[config.mk]
export PLATFORM = sky130hd
export DESIGN_NAME = seg_scan_counter
export DESIGN_NICKNAME = d
export VERILOG_FILES = /design/src/rtl/seg_scan_counter.sv
export SDC_FILE = /design/constraint.sdc
export NUM_CORES = 1
export LEC_CHECK = 0
export CAP_MARGIN = 20
export CELL_PAD_IN_SITES_DETAIL_PLACEMENT = 0
export CELL_PAD_IN_SITES_GLOBAL_PLACEMENT = 2
export CORE_UTILIZATION = 34
export CTS_CLUSTER_SIZE = 12
export DETAILED_ROUTE_END_ITERATION = 10
export GPL_ROUTABILITY_DRIVEN = 0
export GPL_TIMING_DRIVEN = 0
export PLACE_DENSITY_LB_ADDON = 0.1
export SLEW_MARGIN = 20
export SYNTH_ARGS = -nofsm -noshare
export SYNTH_HDL_FRONTEND = slang
export SYNTH_SLANG_ARGS = --single-unit
[constraint.sdc]
create_clock -name clk -period 5.45 [get_ports clk]
set_input_delay 1.09 -clock clk [delete_from_list [all_inputs] [get_ports clk]]
set_output_delay 1.09 -clock clk [all_outputs]
set_load 0.03 [all_outputs]
[src/rtl/seg_scan_counter.sv]
// seg_scan_counter: N-digit decimal/hex up/down counter with prescaler and a muxed 7-segment scan driver.
// Optional macro LEADING_ZERO_BLANK_EN blanks digits above the most-significant nonzero digit.
module seg_scan_counter #(
  parameter int unsigned N_DIGITS   = 4,
  parameter int unsigned PRESCALE_W = 20,
  parameter int unsigned SCAN_W     = 10,
  parameter int unsigned HEX_MODE   = 0
) (
  input  logic                    clk,
  input  logic                    rst,
  input  logic                    ena,
  input  logic [PRESCALE_W-1:0]   tick_div,
  input  logic                    up_down,
  input  logic                    load,
  input  logic [4*N_DIGITS-1:0]   load_val,
  input  logic                    pause,
  output logic [4*N_DIGITS-1:0]   count,
  output logic                    wrap,
  output logic [6:0]              segments,
  output logic                    dp,
  output logic [N_DIGITS-1:0]     digit_sel
);

  localparam int unsigned CW        = 4 * N_DIGITS;
  localparam int unsigned IDX_W     = (N_DIGITS > 1) ? $clog2(N_DIGITS) : 1;
  localparam logic [3:0]  DIGIT_MAX = (HEX_MODE != 0) ? 4'hF : 4'h9;

  logic [PRESCALE_W-1:0] presc;
  logic [SCAN_W-1:0]     scan_div;
  logic [IDX_W-1:0]      idx;

  logic [CW-1:0]         count_step;
  logic [CW-1:0]         load_fix;
  logic                  roll;
  logic                  step_carry;
  logic [3:0]            step_d;
  logic [3:0]            load_d;
  logic                  tick;

  logic                  scan_wrap;
  logic [IDX_W-1:0]      idx_next;
  logic [3:0]            sel_d;
  logic [N_DIGITS-1:0]   sel_onehot;
  logic                  blank;
`ifdef LEADING_ZERO_BLANK_EN
  logic [IDX_W-1:0]      msd;
`endif

  function automatic logic [6:0] seg_code(input logic [3:0] d);
    case (d)
      4'h0:    seg_code = 7'h3F;
      4'h1:    seg_code = 7'h06;
      4'h2:    seg_code = 7'h5B;
      4'h3:    seg_code = 7'h4F;
      4'h4:    seg_code = 7'h66;
      4'h5:    seg_code = 7'h6D;
      4'h6:    seg_code = 7'h7D;
      4'h7:    seg_code = 7'h07;
      4'h8:    seg_code = 7'h7F;
      4'h9:    seg_code = 7'h6F;
      4'hA:    seg_code = 7'h77;
      4'hB:    seg_code = 7'h7C;
      4'hC:    seg_code = 7'h39;
      4'hD:    seg_code = 7'h5E;
      4'hE:    seg_code = 7'h79;
      default: seg_code = 7'h71;
    endcase
  endfunction

  assign tick = (presc >= tick_div);

  // Ripple step: step_carry stays high while every lower digit rolled over; its final value is the wrap.
  always_comb begin
    count_step = count;
    step_carry = 1'b1;
    step_d     = '0;
    for (int unsigned i = 0; i < N_DIGITS; i++) begin
      step_d = count[4*i +: 4];
      if (step_carry) begin
        if (up_down) begin
          step_carry = (step_d == DIGIT_MAX);
          count_step[4*i +: 4] = step_carry ? 4'h0 : step_d + 4'd1;
        end else begin
          step_carry = (step_d == 4'h0);
          count_step[4*i +: 4] = step_carry ? DIGIT_MAX : step_d - 4'd1;
        end
      end
    end
    roll = step_carry;
  end

  always_comb begin
    load_fix = load_val;
    load_d   = '0;
    for (int unsigned i = 0; i < N_DIGITS; i++) begin
      load_d = load_val[4*i +: 4];
      if (load_d > DIGIT_MAX) load_fix[4*i +: 4] = DIGIT_MAX;
    end
  end

  always_comb begin
    scan_wrap = (scan_div == '1);
    idx_next  = idx;
    if (scan_wrap) idx_next = (idx == IDX_W'(N_DIGITS - 1)) ? '0 : idx + IDX_W'(1);
    sel_d      = '0;
    sel_onehot = '0;
    for (int unsigned i = 0; i < N_DIGITS; i++) begin
      sel_onehot[i] = (idx_next == IDX_W'(i));
      if (idx_next == IDX_W'(i)) sel_d = count[4*i +: 4];
    end
`ifdef LEADING_ZERO_BLANK_EN
    msd = '0;
    for (int unsigned i = 0; i < N_DIGITS; i++) begin
      if (count[4*i +: 4] != 4'h0) msd = IDX_W'(i);
    end
    blank = (idx_next > msd);
`else
    blank = 1'b0;
`endif
  end

  always_ff @(posedge clk) begin
    if (rst) begin
      count     <= '0;
      presc     <= '0;
      scan_div  <= '0;
      idx       <= '0;
      digit_sel <= N_DIGITS'(1);
      segments  <= 7'h3F;
      dp        <= 1'b0;
      wrap      <= 1'b0;
    end else if (ena) begin
      scan_div  <= scan_div + SCAN_W'(1);
      idx       <= idx_next;
      digit_sel <= sel_onehot;
      segments  <= blank ? 7'h00 : seg_code(sel_d);
      dp        <= pause && (idx_next == '0);
      if (load) begin
        count <= load_fix;
        presc <= '0;
        wrap  <= 1'b0;
      end else begin
        presc <= tick ? '0 : presc + PRESCALE_W'(1);
        if (tick && !pause) begin
          count <= count_step;
          wrap  <= roll;
        end else begin
          wrap  <= 1'b0;
        end
      end
    end
  end

endmodule

== Word level (Yosys, flattened, before mapping) ==
Memory sizes are Yosys's and may differ from the RTL's. A register that Yosys moved wholly into a read port is not among the register bits.
Cells that the tools add are included.
Word-level totals
  bits in registers: 54
  latch bits: 0
  memory bits (writable): 0
  memory bits (read-only): 112
  output and inout port bits: 29
  word-level logic and storage cells: 90
  memories kept: 1
Cells by class
  add/sub/neg operators: 11
  multiply operators: 0
  divide/modulo/power cells: 0
  $lt $le $gt $ge: 5
  equal/unequal tests: 9
  shift operators: 0
  multiplexer cells: 38
  bitwise gates (word level): 0
  reduce and logical (&&, ||, !) cells: 16
Memory list
  (no name shown): words 16, bits a word 7, rd ports 1, clocked after memory_dff 1, wr ports 0, line 50  | case (d)
Operators with widths (count)
  $mux W4: 23
  $mux W20: 2
  $mux W16: 2
  $add A20 B1 Y20 const B: 1
  $ge A20 B20 Y1: 1
  $add A4 B1 Y4 const B: 4
  $eq A4 B4 Y1 const B: 4
  $gt A4 B4 Y1 const B: 4
  $logic_not A4 Y1: 4
  $sub A4 B1 Y4 const B: 4
  $add A10 B1 Y10 const B: 1
  $eq A10 B10 Y1 const B: 1
  $mux W1: 9
  $reduce_and A3 Y1: 3
  $reduce_bool A2 Y1: 4
  $eq A2 B2 Y1 const B: 3
  $mux W2: 2
  $add A2 B1 Y2 const B: 1
  $eq A2 B1 Y1 const B: 1
  $logic_and A1 B1 Y1: 2
  $logic_not A2 Y1: 1
  $reduce_and A2 Y1: 1
  $logic_not A1 Y1: 1

== Longest topological paths before layout ==
  depth after elaboration: 8
  gate-level depth with buffers: 13
  mapped depth without buffers: 11

== Worst setup path before layout ==
Ideal clock, no wire load.
  path type: input to register
  start: input tick_div[0]
  end: register presc[17]
  setup time: 0.070 ns
  data arrival time: 3.009 ns
  required time: 5.380 ns
  setup slack: 2.370 ns
  cell stages on the path: 10
  cells stage by stage: ha_1 -> nand2b_1 -> a21o_1 -> a21o_1 -> a21o_1 -> a221oi_1 -> buf_2 -> buf_2 -> o211ai_1 -> a21oi_1
On the way
  longest elaborated chain between the ends: 3
Ends and longest elaborated chain
  start: declaration: line 12  | input logic [PRESCALE_W-1:0] tick_div,
  $ge A20 B20 Y1: line 70  | assign tick = (presc >= tick_div);
  $mux W20: line 143  | presc <= tick ? '0 : presc + PRESCALE_W'(1);
  $mux W20: line 138  | if (load) begin
  end signal: assignment: line 143
  end: declaration: line 28  | logic [PRESCALE_W-1:0] presc;
No other way between the ends.
A chain may end at the register's enable or synchronous reset.

== Worst setup path in the final report ==
  start: input tick_div[9]
  end: register count[0]
On the way
  longest elaborated chain between the ends: 4
Ends and longest elaborated chain
  $ge A20 B20 Y1: line 70
  $logic_and A1 B1 Y1: line 144  | if (tick && !pause) begin
  $reduce_bool A2 Y1 (no line)
  $reduce_and A2 Y1 (no line)
  end signal: assignment: line 139  | count <= load_fix;
  end signal: assignment: line 145  | count <= count_step;
  end: declaration: line 17  | output logic [4*N_DIGITS-1:0] count,
No other way between the ends.

==> summary.md <==
| Metric | Value |
|---|---|
| Worst Hold Class | flop to flop |
| Async S/R FF share, synth | 0 |
| Resized Gates After CTS | 0 |
| R2R Path Start | scan_div[0] |
| Part of the cycle the worst path needs | 0.705 |
| Leak pwr | 2.26 nW |
| Drt drc | 0 |
| Largest net degree at the start of global routing | 11 |
| Final hold violation count | 0 |
| Worst slew margin | 0.461 |
| Max Cap Viol | 0 |
| Seq/Total Area, Yosys | 0.254 |
| Vias in the first global route | 4947 |
| Average routed wire per standard cell | 18.6 um |
| Final HPWL DP | 12.5 mm |
| Main area contributors after synthesis | dfxtp_1 25%, ha_1 7.8%, nand2_1 4.6%, mux2i_1 4.4%, nor2_1 4.1% |
| Syn_area_per_cell | 7.47 um2 |
| WL final | 16.9 mm |
| Max Clk Rate | 0.260 GHz |
| CTS Hold Buffers Added | 0 |
| First-pass GRT wire length | 26.3 mm |
| Worst setup startpoint | tick_div[9] |
| Total GRT Usage | 0.235 |
| Inserted Clock Buffers | 9 |
| Core area | 13800 um2 |
| Clk sinks | 61 |
| Drt pass-1 iters | 6 |
| Die Width | 121 um |
| Power Density | 222 nW/um2 |
| Library cells used by synthesis | 62 |
| Cell Area, Synth | 4810 um2 |
| Worst Max-Slew Pin Slew | 0.805 ns |
| Worst setup path endpoint | count[0] |
| Hold_sp | digit_sel[1] |
| Layout Cells excl Fill | 909 |
| Total gr overflow | 0 |
| Internal reg-to-reg setup slack | 2.13 ns |
| P&R area growth vs syn | 25.5% |
| Overall power | 1.34 mW |
| Fraction of layout cells with a size suffix above 1 | 0.0494 |
| Max VDD drop | 0.127 mV |
| Minimum clock period | 3.84 ns |
| IO Pins | 71 |
| Setup bufs post-CTS | 0 |
| Pins Over Slew Limit | 0 |
| Post-Synthesis Cells | 644 |
| Routed Antenna Nets | 0 |
| CTS clk-pin slew, worst paths | 0.06 ns |
| R2R Path End | segments[3] |
| Port buffer count | 69 |
| Initial DRC Count | 458 |
| Syn nets | 716 |
| Status | complete, no violations |
| CTS tree | built |
| Maximum root-to-sink buffer count | 2 |
| Placed cells | 893 |
| FF+latch count, synth | 61 |
| Clk_lat worst skew | 0.34 ns |
| Synth top area share | 0.254 |
| CTS root buffer | clkbuf_16 |
| Routed vias | 5252 |
| Vias per cell | 5.78 |
| CP required | 5.64 ns |
| Fin Setup TNS | 0 ns |
| Antenna violations before repair | 0 |
| Fin Hold WS | 0.461 ns |
| Worst R2R Path Depth | 12 |
| H-tree levels | 3 |
| Startpoint types | input pin |
| Die height | 121 um |
| Yosys top cell by area | dfxtp_1 |
| Row count | 43 |
| Final worst slack | 1.61 ns |
| Pre-CTS setup slack | 1.27 ns |
| CP Max Fanout | 10 |
| Ant. Diodes | 0 |
| Worst setup path class | input pin to flop |
| Critical path endpoint category | flop |
| Initial core utilization | 0.348 |
| Die area | 14600 um2 |
| Synth Warn # | 0 |
| Clock skew | 0.00577 ns |
| Dominant synthesized flop cell | dfxtp_1 |
| Post-synth EDFFs | 0 |
| Final setup violation count | 0 |
| Layout net count | 796 |
| Unrepaired setup endpoints after global routing | false |
| Worst path arrival time | 4.03 ns |
## cells in the final DEF, fill, tap and decap left out, types with 13 or more instances in the layout
cell | synthesis | layout
ha_1 | 30 | 30
clkbuf_1 | 39 | 40
mux2i_1 | 21 | 21
nand3_1 | 29 | 29
nor3_1 | 15 | 15
clkdlybuf4s50_1 | 0 | 69
o31ai_1 | 15 | 15
a21oi_1 | 37 | 37
dfxtp_1 | 61 | 61
nand4_1 | 25 | 25
o211ai_1 | 13 | 13
nand2_1 | 59 | 59
inv_1 | 37 | 37
nor2_1 | 53 | 53
o21ai_0 | 27 | 27
## layout make-up
| type | count | area (um2) |
|---|---|---|
| Buffer | 49 | 204 |
| Clock buffer | 13 | 270 |
| Clock inverter | 3 | 42.5 |
| Fill cell | 1418 | 7790 |
| Inverter | 38 | 143 |
| Multi-Input combinational cell | 496 | 3240 |
| Sequential cell | 61 | 1220 |
| Tap cell | 180 | 225 |
| Timing Repair Buffer | 69 | 691 |
## logic make-up (layout without fill, tap and decap cells)
family / Yosys count / in the layout / share of synthesized area
flip-flops: 61 / 61 / 0.254
buffers and inverters: 87 / 172 / 0.0721
multiplexers: 25 / 25 / 0.0541
AND/OR/NAND/NOR: 242 / 242 / 0.254
adder cells (fa/ha/maj): 30 / 30 / 0.0780
AO/OA/AOI/OAI: 186 / 186 / 0.264
XOR/XNOR: 13 / 13 / 0.0237
## cell usage after synthesis, types with 6 or more instances
library cell and number:
dfxtp_1 61, nand2_1 59, nor2_1 53, clkbuf_1 39
a21oi_1 37, inv_1 37, ha_1 30, nand3_1 29
o21ai_0 27, nand4_1 25, mux2i_1 21, nor3_1 15
o31ai_1 15, o211ai_1 13, a21o_1 12, a31oi_1 12
and3_1 12, o2111ai_1 8, xnor2_1 8, a211oi_1 7
a311oi_1 7, and2_1 7, buf_2 7, nand2b_1 7
nor2b_1 6, o22ai_1 6, o32ai_1 6
## registers in the layout, indices dropped and copies added, names as in the netlist
name / flops
presc: 20
count: 16
scan_div: 10
segments: 7
digit_sel: 4
idx: 2
dp: 1
wrap: 1
## through the flow
step | area (um2) | util
final | 6040 | 0.437
after global routing | 6040 | 0.437
after CTS | 6040 | 0.437
after detailed placement | 5730 | 0.414
after global placement | 5730 | 0.414
after floorplan | 4810 | -
## how the worst min path moves through the flow
stage	endpoint	cells past startpoint
3_5_place_dp	digit_sel[1]	2
3_3_place_gp	wrap	2
4_1_cts	digit_sel[1]	2
6_report	digit_sel[1]	2
2_1_floorplan	presc[18]	2
5_1_grt	digit_sel[1]	2
## worst max-delay path, stage by stage
cell and delay (ns):
clkdlybuf4s50_1 0.45, inv_1 0.04, ha_1 0.30, a21o_1 0.18, a21o_1 0.17, a21oi_1 0.18, o21ai_0 0.11, a221oi_1 0.59
o21a_1 0.21, clkbuf_1 0.51, a221oi_1 0.19
## report_power, final
part,switching [mW],internal (mW),total (mW)
sequential,0.0127,0.459,0.472
combinational,0.155,0.104,0.259
clock,0.219,0.391,0.610
total,0.387,0.953,1.34
## metal layers
layer	up-vias	track usage	wire (um)
li1	2558	-	-
met1	2519	0.299	7840
met2	139	0.390	7960
met3	36	0.0446	628
met4	0	0.0941	502
met5	-	0	0
No activity file was read; power rests on OpenSTA's default activity.
